$ cat src/rtl/perf_counter_bank_pkg.sv
// Shared types and constants for the performance counter bank.
package perf_pkg;

   typedef enum logic [1:0] {
      PERF_IDLE     = 2'd0,
      PERF_COUNTING = 2'd1,
      PERF_FROZEN   = 2'd2
   } perf_state_t;

   localparam int unsigned PERF_CYCLE_IDX      = 0;
   localparam int unsigned PERF_NUM_EVENTS_DEF = 8;
   localparam int unsigned PERF_CNT_W_DEF      = 32;

endpackage

$ cat src/rtl/perf_counter_bank_if.sv
// Control and read-port bundle of the counter bank; master drives, slave is the bank.
interface perf_counter_bank_if
   import perf_pkg::*;
#(
   parameter int unsigned NUM_EVENTS = PERF_NUM_EVENTS_DEF,
   parameter int unsigned CNT_W      = PERF_CNT_W_DEF,
   parameter int unsigned IDX_W      = $clog2(NUM_EVENTS + 1)
);
   logic                  perf_enable;
   logic                  halt;
   logic [NUM_EVENTS-1:0] ev;
   logic                  clr;
   logic                  snap;
   logic                  rd_req;
   logic [IDX_W-1:0]      rd_idx;
   logic                  rd_valid;
   logic [CNT_W-1:0]      rd_data;
   logic                  rd_ovf;
   logic                  rd_err;
   perf_state_t           state_o;

   modport master (
      output perf_enable, halt, ev, clr, snap, rd_req, rd_idx,
      input  rd_valid, rd_data, rd_ovf, rd_err, state_o
   );

   modport slave (
      input  perf_enable, halt, ev, clr, snap, rd_req, rd_idx,
      output rd_valid, rd_data, rd_ovf, rd_err, state_o
   );
endinterface

$ cat src/rtl/perf_counter_bank_counter.sv
// Single event counter with clear, wrap/saturate overflow and sticky overflow flag.
module perf_counter #(
   parameter int unsigned CNT_W    = 32,
   parameter bit          SATURATE = 1'b0
) (
   input  logic             clk,
   input  logic             rst,
   input  logic             inc_i,
   input  logic             clr_i,
   output logic [CNT_W-1:0] cnt_o,
   output logic             ovf_o
);
   logic [CNT_W-1:0] cnt_q, cnt_d;
   logic             ovf_q, ovf_d;

   // Clear wins over a same-cycle increment.
   always_comb begin
      cnt_d = cnt_q;
      ovf_d = ovf_q;
      if (clr_i) begin
         cnt_d = '0;
         ovf_d = 1'b0;
      end else if (inc_i) begin
         if (&cnt_q) begin
            ovf_d = 1'b1;
            cnt_d = SATURATE ? cnt_q : '0;
         end else begin
            cnt_d = cnt_q + CNT_W'(1);
         end
      end
   end

   always_ff @(posedge clk or negedge rst) begin
      if (!rst) begin
         cnt_q <= '0;
         ovf_q <= 1'b0;
      end else begin
         cnt_q <= cnt_d;
         ovf_q <= ovf_d;
      end
   end

   assign cnt_o = cnt_q;
   assign ovf_o = ovf_q;
endmodule

$ cat src/rtl/perf_counter_bank.sv
// Cycle + event counter bank with freeze-on-halt FSM and registered indexed read port.
// Optional shadow snapshot bank enabled by `define PERF_SNAPSHOT_EN.
module perf_counter_bank
   import perf_pkg::*;
#(
   parameter int unsigned NUM_EVENTS = PERF_NUM_EVENTS_DEF,
   parameter int unsigned CNT_W      = PERF_CNT_W_DEF,
   parameter bit          SATURATE   = 1'b0
) (
   input  logic                clk,
   input  logic                rst,
   perf_counter_bank_if.slave  bus
);
   localparam int unsigned NUM_CH = NUM_EVENTS + 1;

   perf_state_t                  state_q;
   logic                         counting;
   logic [NUM_CH-1:0]            inc;
   logic [NUM_CH-1:0][CNT_W-1:0] live_cnt;
   logic [NUM_CH-1:0]            live_ovf;
   logic [NUM_CH-1:0][CNT_W-1:0] src_cnt;
   logic [NUM_CH-1:0]            src_ovf;

   logic             rd_valid_q;
   logic [CNT_W-1:0] rd_data_q, rd_data_d;
   logic             rd_ovf_q, rd_ovf_d;
   logic             rd_err_q, rd_err_d;

   // Halt has priority; FROZEN is left only through clr.
   always_ff @(posedge clk or negedge rst) begin
      if (!rst) begin
         state_q <= PERF_IDLE;
      end else if (bus.halt) begin
         state_q <= PERF_FROZEN;
      end else begin
         case (state_q)
            PERF_IDLE:     if (bus.perf_enable)  state_q <= PERF_COUNTING;
            PERF_COUNTING: if (!bus.perf_enable) state_q <= PERF_IDLE;
            PERF_FROZEN:   if (bus.clr)          state_q <= PERF_IDLE;
            default:                             state_q <= PERF_IDLE;
         endcase
      end
   end

   assign counting = (state_q == PERF_COUNTING);
   assign inc      = {bus.ev, 1'b1} & {NUM_CH{counting}};

   for (genvar k = 0; k < NUM_CH; k++) begin : g_ch
      perf_counter #(
         .CNT_W    (CNT_W),
         .SATURATE (SATURATE)
      ) u_cnt (
         .clk   (clk),
         .rst   (rst),
         .inc_i (inc[k]),
         .clr_i (bus.clr),
         .cnt_o (live_cnt[k]),
         .ovf_o (live_ovf[k])
      );
   end

`ifdef PERF_SNAPSHOT_EN
   logic [NUM_CH-1:0][CNT_W-1:0] shd_cnt_q;
   logic [NUM_CH-1:0]            shd_ovf_q;

   // Captures pre-update values, so snap+clr keeps the old counts.
   always_ff @(posedge clk or negedge rst) begin
      if (!rst) begin
         shd_cnt_q <= '0;
         shd_ovf_q <= '0;
      end else if (bus.snap) begin
         shd_cnt_q <= live_cnt;
         shd_ovf_q <= live_ovf;
      end
   end

   assign src_cnt = shd_cnt_q;
   assign src_ovf = shd_ovf_q;
`else
   assign src_cnt = live_cnt;
   assign src_ovf = live_ovf;
`endif

   always_comb begin
      rd_data_d = '0;
      rd_ovf_d  = 1'b0;
      rd_err_d  = 1'b0;
      if (bus.rd_req) begin
         if (32'(bus.rd_idx) > NUM_EVENTS) begin
            rd_err_d = 1'b1;
         end else begin
            rd_data_d = src_cnt[bus.rd_idx];
            rd_ovf_d  = src_ovf[bus.rd_idx];
         end
      end
   end

   always_ff @(posedge clk or negedge rst) begin
      if (!rst) begin
         rd_valid_q <= 1'b0;
         rd_data_q  <= '0;
         rd_ovf_q   <= 1'b0;
         rd_err_q   <= 1'b0;
      end else begin
         rd_valid_q <= bus.rd_req;
         rd_data_q  <= rd_data_d;
         rd_ovf_q   <= rd_ovf_d;
         rd_err_q   <= rd_err_d;
      end
   end

   assign bus.rd_valid = rd_valid_q;
   assign bus.rd_data  = rd_data_q;
   assign bus.rd_ovf   = rd_ovf_q;
   assign bus.rd_err   = rd_err_q;
   assign bus.state_o  = state_q;
endmodule

$ cat src/flat_wrapper.sv
// flat-port wrapper written by rule: the top's interface ports become plain ports
module perf_counter_bank_flat import perf_pkg::*;
#(
   parameter int unsigned NUM_EVENTS = PERF_NUM_EVENTS_DEF,
   parameter int unsigned CNT_W      = PERF_CNT_W_DEF,
   parameter bit          SATURATE   = 1'b0
)
  (clk, rst, bus_perf_enable, bus_halt, bus_ev, bus_clr, bus_snap, bus_rd_req, bus_rd_idx, bus_rd_valid, bus_rd_data, bus_rd_ovf, bus_rd_err, bus_state_o);
  perf_counter_bank_if #(.NUM_EVENTS(NUM_EVENTS), .CNT_W(CNT_W)) bus_i ();
  input  logic clk;
  input  logic rst;
  input wire logic [$bits(bus_i.perf_enable)-1:0] bus_perf_enable;
  input wire logic [$bits(bus_i.halt)-1:0] bus_halt;
  input wire logic [$bits(bus_i.ev)-1:0] bus_ev;
  input wire logic [$bits(bus_i.clr)-1:0] bus_clr;
  input wire logic [$bits(bus_i.snap)-1:0] bus_snap;
  input wire logic [$bits(bus_i.rd_req)-1:0] bus_rd_req;
  input wire logic [$bits(bus_i.rd_idx)-1:0] bus_rd_idx;
  output wire logic [$bits(bus_i.rd_valid)-1:0] bus_rd_valid;
  output wire logic [$bits(bus_i.rd_data)-1:0] bus_rd_data;
  output wire logic [$bits(bus_i.rd_ovf)-1:0] bus_rd_ovf;
  output wire logic [$bits(bus_i.rd_err)-1:0] bus_rd_err;
  output wire logic [$bits(bus_i.state_o)-1:0] bus_state_o;
  assign bus_i.perf_enable = bus_perf_enable;
  assign bus_i.halt = bus_halt;
  assign bus_i.ev = bus_ev;
  assign bus_i.clr = bus_clr;
  assign bus_i.snap = bus_snap;
  assign bus_i.rd_req = bus_rd_req;
  assign bus_i.rd_idx = bus_rd_idx;
  assign bus_rd_valid = bus_i.rd_valid;
  assign bus_rd_data = bus_i.rd_data;
  assign bus_rd_ovf = bus_i.rd_ovf;
  assign bus_rd_err = bus_i.rd_err;
  assign bus_state_o = bus_i.state_o;
  perf_counter_bank #(.NUM_EVENTS(NUM_EVENTS), .CNT_W(CNT_W), .SATURATE(SATURATE)) u_core (.clk(clk), .rst(rst), .bus(bus_i));
endmodule
$ cat config.mk
export PLATFORM = sky130hd
export DESIGN_NAME = perf_counter_bank_flat
export DESIGN_NICKNAME = d
export VERILOG_FILES = /design/src/rtl/perf_counter_bank_pkg.sv /design/src/rtl/perf_counter_bank_if.sv /design/src/rtl/perf_counter_bank_counter.sv /design/src/rtl/perf_counter_bank.sv /design/src/flat_wrapper.sv
export SDC_FILE = /design/constraint.sdc
export NUM_CORES = 1
export LEC_CHECK = 0
export ABC_CLOCK_PERIOD_IN_PS = 5300
export BUFFER_PORTS_ARGS = -buffer_cell sky130_fd_sc_hd__clkbuf_2
export CAP_MARGIN = 20
export CORE_MARGIN = 2
export CORE_UTILIZATION = 30
export CTS_BUF_LIST = sky130_fd_sc_hd__clkbuf_16
export CTS_CLUSTER_SIZE = 14
export DETAILED_ROUTE_END_ITERATION = 8
export HOLD_SLACK_MARGIN = 0.03
export SETUP_SLACK_MARGIN = 0.5
export SKIP_LAST_GASP = 1
export SYNTH_ARGS = -nofsm -noshare
export SYNTH_HDL_FRONTEND = slang
export SYNTH_HIERARCHICAL = 1
export SYNTH_SLANG_ARGS = --single-unit
$ cat constraint.sdc
create_clock -name clk -period 5.3 [get_ports clk]
set_input_delay 1.325 -clock clk [delete_from_list [all_inputs] [get_ports clk]]
set_output_delay 1.325 -clock clk [all_outputs]
set_load 0.01 [all_outputs]
==> flow_metrics.tcl <==
set metrics [dict create \
    outcome "completed" \
    hold_viol 0 \
    rr_endpoint "u_core/g_ch[1].u_cnt/cnt_o[30]$_DFFE_PN0P_" \
    ctsResizeCount 0 \
    core_sq_um 61700 \
    routed_via_density 5.13 \
    clockBufferDepth 3 \
    worst_clock_skew_ps 25.1 \
    synth_cells 1857 \
    num_io_pins 56 \
    clock_latency_ps 570 \
    cts_root_buf "clkbuf_16" \
    pre_cts_slack_ps 1360 \
    hpwlAfterDp_microns 38000 \
    seq_area_sq_um 8360 \
    critPathLaunch "bus_clr" \
    synthTopCellsByArea "dfrtp_1 45%, xor2_1 9.1%, nor2_1 6.3%" \
    fin_nets 1930 \
    setup_slack_ps 1900 \
    fin_tns_setup_ps 0 \
    synthArstFlopShare 1.00 \
    path_class "input port to flip-flop" \
    cp_data_required_time_ps 5770 \
    grt_max_degree 113 \
    cap_violations 0 \
    vias 14200 \
    multi_input_area_sq_um 9760 \
    min_period_ps 3400 \
    critical_path.max_fanout 41 \
    grt_remaining_overflow 0 \
    cts_tree "built" \
    placed_cell_area_sq_um 19800 \
    area_growth_syn_to_layout_pct 12.0 \
    avgRoutedWirePerCell_microns 18.7 \
    endpoint_kind "flip-flop" \
    antenna_found_initial 2 \
    hold_buffers 0 \
    finalSetupViolCount 0 \
    slew_headroom 0.358 \
    track_usage 0.163 \
    die_y_microns 254 \
    synth_seq_cells 334 \
    fill_cells 6337 \
    rows 91 \
    path_clk_slew_ps 50 \
    syn_avg_cell_area_sq_um 10.1 \
    finalCritPeriodShare 0.642 \
    io_buffers 54 \
    clock.fmax_ghz 0.294 \
    rrSetupSlack_ps 2160 \
    first_pass_iters 5 \
    synth_ff_type "dfrtp_1" \
    drive_above_1_share 0.165 \
    syn_area_sq_um 18700 \
    gp_congestion 0.885 \
    synth_top_area_frac 0.446 \
    ant_nets 0 \
    wl_microns 51900 \
    cp_data_arrival_time_ps 3870 \
    design_area_sq_um 21000 \
    antennaDiodeCount 0 \
    hold_start "u_core/bus.state_o[1]$_DFFE_PN0P_" \
    grt_pass1_vias 14100 \
    synthDistinctLibCells 52 \
    min_to "u_core/bus.state_o[0]$_DFFE_PN0P_" \
    worst_pin_slew_ps 964 \
    cellLeakagePower_nw 8.88 \
    synth_warnings 6 \
    postCtsSetupBuffers 0 \
    start_util 0.304 \
    hold_depth 1 \
    worstRegToRegCells 7 \
    hold-worst-slack_ps 499 \
    r2r-start "u_core/bus.state_o[1]$_DFFE_PN0P_" \
    clock_sinks 334 \
    fin_util 0.340 \
    syn_nets 1885 \
    drv_slew 0 \
    critPathLaunchType "input port" \
    grt_pass1_wl_microns 81500 \
    synth-edff-count 0 \
    rsz0062_at_grt "false" \
    hold_class "flip-flop to flip-flop" \
    ir_drop_mv 0.173 \
    die-width_microns 254 \
    ys_seq_area_frac 0.446 \
    cts_buffers 39 \
    p_per_area_nw_per_um2 257 \
    drtIter0Drc 1023 \
    drc 0 \
    synth_area_leader_cell "dfrtp_1" \
    die_area_sq_um 64500 \
    h-tree-depth 2 \
    synth.most_common_cell "dfrtp_1" \
    synth_common_cells "334 x dfrtp_1, 314 x nor2_1, 194 x xor2_1" \
]
## power breakdown
part	total [mW]	internal (mW)	switching, mW
Combinational	0.238	0.0614	0.177
Clock	2.60	1.47	1.12
Sequential	2.57	2.56	0.00556
## stage by stage
stage               std cells  power, mW
floorplan                1857       2.75
global placement         2696       2.85
detailed placement       2697       2.86
CTS                      2768       5.49
global route             2769       5.60
finish                   2769       5.40
## per-layer routing
metal / track usage / vias to the layer above / share of wire
met4: 0.0592 / 0 / 0.033
met3: 0.0275 / 71 / 0.055
li1: - / 6643 / -
met2: 0.266 / 351 / 0.47
met5: 0 / - / 0
met1: 0.217 / 7145 / 0.44
## worst max-delay path by stage
stage | depth (start not counted) | to
6_report | 7 | u_core/g_ch[0].u_cnt/cnt_o[30]$_DFFE_PN0P_
5_1_grt | 7 | u_core/g_ch[1].u_cnt/cnt_o[30]$_DFFE_PN0P_
4_1_cts | 7 | u_core/g_ch[0].u_cnt/cnt_o[30]$_DFFE_PN0P_
3_5_place_dp | 7 | u_core/g_ch[0].u_cnt/cnt_o[30]$_DFFE_PN0P_
3_3_place_gp | 7 | u_core/g_ch[0].u_cnt/cnt_o[30]$_DFFE_PN0P_
2_1_floorplan | 6 | u_core/g_ch[8].u_cnt/cnt_o[30]$_DFFE_PN0P_
## critical path, cell delays in order
cell and delay [ps]:
clkbuf_2 650, buf_4 370, o211ai_1 200, nor3_2 640
nand2_2 140, or3_1 370, a21oi_2 150
## logic make-up after synthesis
logic type               after synthesis  synth area share
AND/OR/NAND/NOR                      909             0.260
buffers and inverters                100            0.0337
adder cells (fa/ha/maj)                9           0.00601
flip-flops                           334             0.446
multiplexers                          99            0.0769
XOR/XNOR                             261             0.122
AO/OA/AOI/OAI                        145            0.0550
## registers in the layout, summed over array words and instances (netlist names)
register / count
u_core/bus.rd_data: 32
u_core/bus.rd_err: 1
u_core/bus.rd_ovf: 1
u_core/bus.rd_valid: 1
u_core/bus.state_o: 2
u_core/g_ch.u_cnt/cnt_o: 288
u_core/g_ch.u_cnt/ovf_o: 9
## cell usage in the layout, fill, tap and decap left out, types with 40 or more instances in the layout
cell / Yosys / routed
xor2_1: 194 / 194
a21oi_1: 59 / 59
xnor2_1: 67 / 67
nor2_1: 314 / 313
dfrtp_1: 334 / 334
nand3_1: 132 / 132
nand2_1: 124 / 124
nand4_1: 74 / 74
clkbuf_2: 0 / 52
clkbuf_16: 0 / 40
## area by class of cell
cell class / count / share of cell area
inverters: 26 / 0.00465
clock inverters: 31 / 0.0103
multi-input cells: 1423 / 0.465
well taps: 837 / 0.0499
clock buffers: 40 / 0.0477
flip-flops and latches: 334 / 0.398
repair buffers: 78 / 0.0246
Power figures use the tool's default switching activity.
